`src/rtl/fp32_mul_if.sv`:
```
// Handshake/data bundle for the FP32 multiplier: operands, tag and hold in; product, tag and valid out.
interface fp32_mul_if #(
  parameter int TAG_W = 8
) ();
  logic             hold;
  logic             valid_in;
  logic [31:0]      a;
  logic [31:0]      b;
  logic [TAG_W-1:0] tag_in;
  logic             valid_out;
  logic [31:0]      y;
  logic [TAG_W-1:0] tag_out;

  modport master (
    output hold, valid_in, a, b, tag_in,
    input  valid_out, y, tag_out
  );

  modport slave (
    input  hold, valid_in, a, b, tag_in,
    output valid_out, y, tag_out
  );
endinterface

```
`src/rtl/fp32_mul.sv`:
```
// FP32 multiplier, 3-stage pipeline with global hold and tag passthrough; FTZ, truncation, saturate to Inf.
// Define FP32_MUL_NAN_EN to add NaN/Inf special-case handling (same latency).
module fp32_mul #(
  parameter int TAG_W = 8
) (
  input  logic          clk,
  input  logic          rst,
  fp32_mul_if.slave     bus
);

  localparam logic [31:0] QNAN = 32'h7FC0_0000;

  // Stage 1: unpacked operands
  logic                s1_valid;
  logic                s1_sign;
  logic                s1_zero;
  logic [23:0]         s1_ma;
  logic [23:0]         s1_mb;
  logic signed [9:0]   s1_e;
  logic [TAG_W-1:0]    s1_tag;

  // Stage 2: product; only bits [47:23] are ever needed for normalisation
  logic                s2_valid;
  logic                s2_sign;
  logic                s2_zero;
  logic [24:0]         s2_p;
  logic signed [9:0]   s2_e;
  logic [TAG_W-1:0]    s2_tag;

  // Stage 3: output registers
  logic                valid_q;
  logic [31:0]         y_q;
  logic [TAG_W-1:0]    tag_q;

`ifdef FP32_MUL_NAN_EN
  logic s1_nan, s1_inf;
  logic s2_nan, s2_inf;
  logic a_inf, b_inf, a_nan, b_nan, a_ez, b_ez;

  assign a_ez  = (bus.a[30:23] == 8'h00);
  assign b_ez  = (bus.b[30:23] == 8'h00);
  assign a_inf = (bus.a[30:23] == 8'hFF) && (bus.a[22:0] == 23'h0);
  assign b_inf = (bus.b[30:23] == 8'hFF) && (bus.b[22:0] == 23'h0);
  assign a_nan = (bus.a[30:23] == 8'hFF) && (bus.a[22:0] != 23'h0);
  assign b_nan = (bus.b[30:23] == 8'hFF) && (bus.b[22:0] != 23'h0);
`endif

  logic signed [9:0] e_sum;
  assign e_sum = $signed({2'b00, bus.a[30:23]}) + $signed({2'b00, bus.b[30:23]}) - 10'sd127;

  logic signed [9:0] e_norm;
  logic [22:0]       frac;
  logic [31:0]       y_next;

  // NOTE: every always_comb output gets a default first so no path can infer a latch.
  always_comb begin
    e_norm = s2_e;
    frac   = s2_p[22:0];
    if (s2_p[24]) begin
      e_norm = s2_e + 10'sd1;
      frac   = s2_p[23:1];
    end
    y_next = {s2_sign, e_norm[7:0], frac};
`ifdef FP32_MUL_NAN_EN
    if (s2_nan)
      y_next = QNAN;
    else if (s2_inf)
      y_next = {s2_sign, 8'hFF, 23'h0};
    else
`endif
    if (s2_zero)
      y_next = {s2_sign, 31'h0};
    else if (e_norm >= 10'sd255)
      y_next = {s2_sign, 8'hFF, 23'h0};
    else if (e_norm <= 10'sd0)
      y_next = {s2_sign, 31'h0};
  end

  // NOTE: sequential state uses non-blocking assignments so all stages update from pre-edge values.
  always_ff @(posedge clk) begin
    if (rst) begin
      s1_valid <= 1'b0;
      s2_valid <= 1'b0;
      valid_q  <= 1'b0;
      y_q      <= 32'h0;
      tag_q    <= '0;
    end else if (!bus.hold) begin
      s1_valid <= bus.valid_in;
      s2_valid <= s1_valid;
      valid_q  <= s2_valid;
      y_q      <= y_next;
      tag_q    <= s2_tag;
    end
  end

  // NOTE: datapath registers are not reset; their contents are only observed behind a valid.
  always_ff @(posedge clk) begin
    if (!bus.hold) begin
      s1_sign <= bus.a[31] ^ bus.b[31];
      s1_zero <= (bus.a[30:23] == 8'h00) || (bus.b[30:23] == 8'h00);
      s1_ma   <= {1'b1, bus.a[22:0]};
      s1_mb   <= {1'b1, bus.b[22:0]};
      s1_e    <= e_sum;
      s1_tag  <= bus.tag_in;
`ifdef FP32_MUL_NAN_EN
      s1_nan  <= a_nan || b_nan || (a_inf && b_ez) || (b_inf && a_ez);
      s1_inf  <= a_inf || b_inf;
      s2_nan  <= s1_nan;
      s2_inf  <= s1_inf;
`endif
      s2_sign <= s1_sign;
      s2_zero <= s1_zero;
      s2_p    <= 25'(({24'h0, s1_ma} * {24'h0, s1_mb}) >> 23);
      s2_e    <= s1_e;
      s2_tag  <= s1_tag;
    end
  end

  assign bus.valid_out = valid_q;
  assign bus.y         = y_q;
  assign bus.tag_out   = tag_q;

endmodule

```
`src/flat_wrapper.sv`:
```
// flat-port wrapper written by rule: the top's interface ports become plain ports
module fp32_mul_flat 
#(
  parameter int TAG_W = 8
)
  (clk, rst, bus_hold, bus_valid_in, bus_a, bus_b, bus_tag_in, bus_valid_out, bus_y, bus_tag_out);
  fp32_mul_if #(.TAG_W(TAG_W)) bus_i ();
  input  logic clk;
  input  logic rst;
  input wire logic [$bits(bus_i.hold)-1:0] bus_hold;
  input wire logic [$bits(bus_i.valid_in)-1:0] bus_valid_in;
  input wire logic [$bits(bus_i.a)-1:0] bus_a;
  input wire logic [$bits(bus_i.b)-1:0] bus_b;
  input wire logic [$bits(bus_i.tag_in)-1:0] bus_tag_in;
  output wire logic [$bits(bus_i.valid_out)-1:0] bus_valid_out;
  output wire logic [$bits(bus_i.y)-1:0] bus_y;
  output wire logic [$bits(bus_i.tag_out)-1:0] bus_tag_out;
  assign bus_i.hold = bus_hold;
  assign bus_i.valid_in = bus_valid_in;
  assign bus_i.a = bus_a;
  assign bus_i.b = bus_b;
  assign bus_i.tag_in = bus_tag_in;
  assign bus_valid_out = bus_i.valid_out;
  assign bus_y = bus_i.y;
  assign bus_tag_out = bus_i.tag_out;
  fp32_mul #(.TAG_W(TAG_W)) u_core (.clk(clk), .rst(rst), .bus(bus_i));
endmodule
```
`config.mk`:
```
export PLATFORM = sky130hd
export DESIGN_NAME = fp32_mul_flat
export DESIGN_NICKNAME = d
export VERILOG_FILES = /design/src/rtl/fp32_mul_if.sv /design/src/rtl/fp32_mul.sv /design/src/flat_wrapper.sv
export SDC_FILE = /design/constraint.sdc
export NUM_CORES = 2
export LEC_CHECK = 0
export BUFFER_PORTS_ARGS = -buffer_cell sky130_fd_sc_hd__buf_4
export CORE_MARGIN = 2
export CORE_UTILIZATION = 55
export DETAILED_ROUTE_END_ITERATION = 6
export GPL_TIMING_DRIVEN = 0
export HOLD_SLACK_MARGIN = 0.15
export PLACE_DENSITY = 0.73
export SETUP_SLACK_MARGIN = 0.15
export SKIP_CTS_REPAIR_TIMING = 1
export SLEW_MARGIN = 40
export SYNTH_ARGS = -nofsm -noshare
export SYNTH_HDL_FRONTEND = slang
export SYNTH_SLANG_ARGS = --single-unit
```
`constraint.sdc`:
```
create_clock -name clk -period 8 [get_ports clk]
set_clock_uncertainty 0.15 [all_clocks]
set_input_delay 0.8 -clock clk [delete_from_list [all_inputs] [get_ports clk]]
set_output_delay 0.8 -clock clk [all_outputs]
set_load 0.03 [all_outputs]
```
* Word level (Yosys, flattened, before mapping)
Index checks and enable logic that the tools add are counted.
** Operators by class
- Muxes and demuxes :: 5
- Add/subtract/negate cells :: 3
- Reductions and logical operators :: 3
- Order comparisons :: 2
- Bitwise operators :: 1
- Multiply operators :: 1
** Operator list (count)
- 2-to-1 mux 31 bit :: 3
- multiplier 24 x 24 -> 48 bit :: 1
- 2-to-1 mux 23 bit :: 1
- zero test 8 bit :: 2
- adder 10 x 2 -> 10 bit, second input constant :: 1
- >= comparator 10 x 9 -> 1 bit, second input constant :: 1
- <= comparator 10 x 1 -> 1 bit, second input constant :: 1
- 2-to-1 mux 10 bit :: 1
- subtractor 10 x 8 -> 10 bit, second input constant :: 1
- adder 8 x 8 -> 9 bit :: 1
- logical OR 1 bit :: 1
- XOR 1 bit :: 1
** Storage, ports and cells
- Logic and storage cells :: 31
- Flip-flop bits (word level) :: 154

* Depth between registers and ports, before layout
- Word-level depth :: 6
- Gate-level depth with buffers :: 26
- Depth with buffers taken out :: 24

* Worst setup path after synthesis
Ideal clock, no wire load.
- Path type :: flip-flop to flip-flop
- Start :: reg u_core.s1_ma[22]
- End :: reg u_core.s2_p[11] (data pin)
- Arrival time :: 6428 ps
- Setup time :: 259 ps
- Setup slack :: 1164 ps
- Data required time :: 7591 ps
- Stages on the path, launching flop included :: 25
- Path through :: edfxtp_1 -> clkbuf_1 -> clkbuf_1 -> nand2_1 -> fa_1 -> inv_1 -> fa_1 -> inv_1 -> fa_1 -> fa_1 -> inv_1 -> fa_1 -> fa_1 -> inv_1 -> fa_1 -> inv_1 -> ha_1 -> and3_1 -> and3_1 -> a221oi_1 -> o2bb2ai_1 -> a211oi_1 -> o21ai_0 -> a21oi_1 -> xnor2_1
** On the way
- Word-level cells in the longest chain between the ends :: 1
** RTL lines
- start, declared :: RTL line fp32_mul.sv:17 : logic [23:0] s1_ma;
- start signal, assigned :: RTL line fp32_mul.sv:101 : s1_ma <= {1'b1, bus.a[22:0]};
- multiplier 24 x 24 -> 48 bit :: RTL line fp32_mul.sv:113 : s2_p <= 25'(({24'h0, s1_ma} * {24'h0, s1_mb}) >> 23);
- end signal, assigned :: RTL line fp32_mul.sv:113
- end, declared :: RTL line fp32_mul.sv:26 : logic [24:0] s2_p;
No other way between the ends.
A chain may end at the register's enable or synchronous reset.

* Worst setup path in the final report
- Start :: reg u_core.s1_mb[6]
- End :: reg u_core.s2_p[24] (data pin)
** On the way
- Word-level cells in the longest chain between the ends :: 1
** RTL lines
- start, declared :: RTL line fp32_mul.sv:18 : logic [23:0] s1_mb;
- start signal, assigned :: RTL line fp32_mul.sv:102 : s1_mb <= {1'b1, bus.b[22:0]};
- multiplier 24 x 24 -> 48 bit :: RTL line fp32_mul.sv:113
No other way between the ends.

==> summary.md <==
| Metric | Value |
|---|---|
| CP Launch Type | flop |
| HPWL after detailed placement | 56800 um |
| RSZ-0062 raised after global routing | yes |
| Max clock buf depth | 2 |
| Outcome | finished clean |
| Maximum clock rate | 0.131 GHz |
| Number of flops mapped to enable cells by yosys | 111 |
| Avg Inst Size Synth | 9.67 um2 |
| First-pass GRT wire length | 106000 um |
| Syn Std Cell Area | 0.0242 mm2 |
| Post-Synth Simple-Gate Area | 14.3% |
| Final GP Congestion | 0.990 |
| Drt drc | 0 |
| Hold Path Origin | u_core.s1_e[3] |
| Area growth from synthesis to layout | 11.3% |
| Pin slew with the least headroom to its limit | 0.805 ns |
| CTS Buf Count | 17 |
| Max_slew headroom | 46.4% |
| Most frequent cell after synthesis | inv_1 |
| Critical path capture point type | flop |
| Tmin final | 7.66 ns |
| Routed wire length per instance | 21.3 um |
| Clock Pin Slew Worst Setup and Hold Paths | 0.07 ns |
| Fin util | 62.3% |
| Vias in the first global route | 18.9k |
| Final Worst Setup Slack | 0.343 ns |
| Clock Latency Late Sink | 0.49 ns |
| H-tree depth | 4 |
| Drt pass-1 iters | 5 |
| Final WL | 69800 um |
| Largest family of logic cells by synthesized area | adder cells |
| Count of pins over their slew limit | 0 |
| CTS sink count | 154 |
| Critical path class | reg -> reg |
| Largest net degree at the start of global routing | 61 |
| Top FF cell, synth | edfxtp_1 |
| Initial antenna violation count | 4 |
| Reg2Reg Depth | 25 |
| ANT nets after route | 0 |
| Synth Area in Adders | 49.1% |
| Post-synth top area cell | fa_1 |
| Fill count | 3660 |
| Worst r2r dst | u_core.s2_p[24] |
| Min-Delay Path Class | reg -> reg |
| Synth Area in Compound Gates | 4.86% |
| Vias | 18.0k |
| Gr usage total | 32.1% |
| Distinct cells, synth | 64 |
| Post-synth ARST share | 0% |
| Synthesis-stage register bit count | 154 |
| Share of cells above drive strength 1 | 11.3% |
| Setup TNS | 0 ns |
| Initial DRC count | 1352 |
| Mapped Nets | 3240 |
| Worst Hold Path EP | u_core.s2_e[3] |
| Data required time of the worst path | 8.13 ns |
| Synth warn | 0 |
| GRT overflow | 0 |
| CTS root buf | clkbuf_16 |
| CTS tree | yes |
| Area fraction of the dominant cell type after synthesis | 39.9% |
| Starting Density | 56.0% |
| Nets@finish | 3414 |
| Tcrit/Tclk final | 95.7% |
| Synth Area in XOR/XNOR | 1.84% |
| Die height | 214 um |
| Ant diodes | 0 |
| Max-cap viol count | 0 |
| Placement Setup Slack | -0.429 ns |
| Hold depth | 0 |
| # setup viols final | 0 |
| Hold Fails Final Rpt | 0 |
| Top Ports | 117 |
| Maximum fanout along the worst path | 10 |
| Vias per cell | 5.48 |
| Mux contribution to synthesized area | 1.53% |
| FF-to-FF setup slack | 0.34 ns |
| Num rows | 76 |
| Mapped Cells | 2503 |
| Register area share after synthesis | 17.3% |
| Placeable Area | 0.0433 mm2 |
| Chip Width | 214 um |
| # port buffers | 114 |
| Die area | 0.0457 mm2 |
| Critical path origin | u_core.s1_mb[6] |
| Commonest cells in the netlist | inv_1, fa_1, nand2_1, and2_1, ha_1 |
| R2r startpoint | u_core.s1_mb[6] |
| Synth area leaders | fa_1, edfxtp_1, ha_1, inv_1, and2_1 |
| WP data arrival | 7.78 ns |
layer usage:
| metal | track usage [%] | vias up | share of wire, % |
|---|---|---|---|
| met5 | 0 | - | 0.014 |
| met4 | 18.6 | 2 | 6.1 |
| met3 | 6.53 | 207 | 7.8 |
| met2 | 51.3 | 734 | 47 |
| met1 | 40.8 | 9150 | 39 |
| li1 | - | 7869 | - |
cells by family (layout without fill, tap and decap cells):
logic type / after synthesis / in the layout
and+or+nand+nor: 713 / 713
xor gates and xnor gates: 50 / 50
buffers and inverters: 708 / 895
AOI/OAI and AO/OA: 180 / 180
adders and majority gates: 661 / 661
DFF: 154 / 154
muxes: 37 / 37
critical path, stage by stage, from the launching register on:
cell,delay [ns]
edfxtp_1,0.58
clkbuf_2,0.31
and2_1,0.23
fa_1,0.51
fa_1,0.53
inv_1,0.07
fa_1,0.47
inv_1,0.05
fa_1,0.50
inv_1,0.06
fa_1,0.53
inv_1,0.05
fa_1,0.50
inv_1,0.06
fa_1,0.48
inv_1,0.05
ha_1,0.38
and4_1,0.27
nand3_1,0.09
or3_1,0.37
a211oi_4,0.21
buf_4,0.19
o211ai_2,0.13
a211oi_4,0.34
nor2_2,0.08
a311oi_2,0.27
how the worst max path moves through the flow:
| stage | endpoint | slack (ns) | cells past startpoint |
|---|---|---|---|
| 3_5_place_dp | u_core.s2_p[18] | -0.43 | 23 |
| 2_1_floorplan | u_core.s2_p[11] | 1.16 | 24 |
| 4_1_cts | u_core.s2_p[18] | -0.44 | 23 |
| 6_report | u_core.s2_p[24] | 0.34 | 25 |
| 5_1_grt | u_core.s2_p[11] | 0.12 | 23 |
| 3_3_place_gp | u_core.s2_p[18] | -0.40 | 23 |
through the flow:
step	instances	hold slack [ns]	instance area (um2)
finish	3275	0.265	26900
global route	3275	0.274	26900
CTS	3235	0.266	26400
detailed placement	3203	0.255	25800
global placement	3202	0.251	25800
floorplan	2503	0.250	24200
sequential cells by signal (all words and copies together), names as in the netlist, 8 cells and up:
name,count
u_core.s1_ma,23
u_core.s2_tag,8
u_core.s1_tag,8
u_core.s2_e,10
u_core.s1_mb,23
u_core.bus.tag_out,8
u_core.s1_e,10
u_core.s2_p,25
u_core.bus.y,32
placed cells by master, fill, tap and decap left out, types with 7 or more instances in the layout:
cell type	count
nor3_1	13
o21bai_1	9
ha_1	177
buf_2	9
nand3_1	12
clkbuf_4	17
nand2_1	319
buf_4	156
inv_1	587
mux2i_1	37
xor2_1	19
o21ai_0	29
o21a_1	7
edfxtp_1	111
and2_1	234
a21o_1	16
clkbuf_2	51
fa_1	482
clkbuf_16	17
clkbuf_1	34
nor4_1	7
a21oi_1	43
dfxtp_1	43
o21ai_1	22
xnor2_1	30
nand4_1	16
nor2_1	75
area by class of cell:
type,count,area [um2],area share (%)
Clock buffer,18,429,1.59
Clock inverter,14,135,0.502
Multi-Input combinational cell,1641,17400,64.7
Inverter,594,2260,8.37
Tap cell,585,732,2.72
Sequential cell,154,4190,15.6
Timing Repair Buffer,155,1200,4.44
Buffer,114,578,2.15
Power is left out: the tool's default activity adds up to more than one toggle a clock period on the data nets, which glitch-free logic cannot reach.
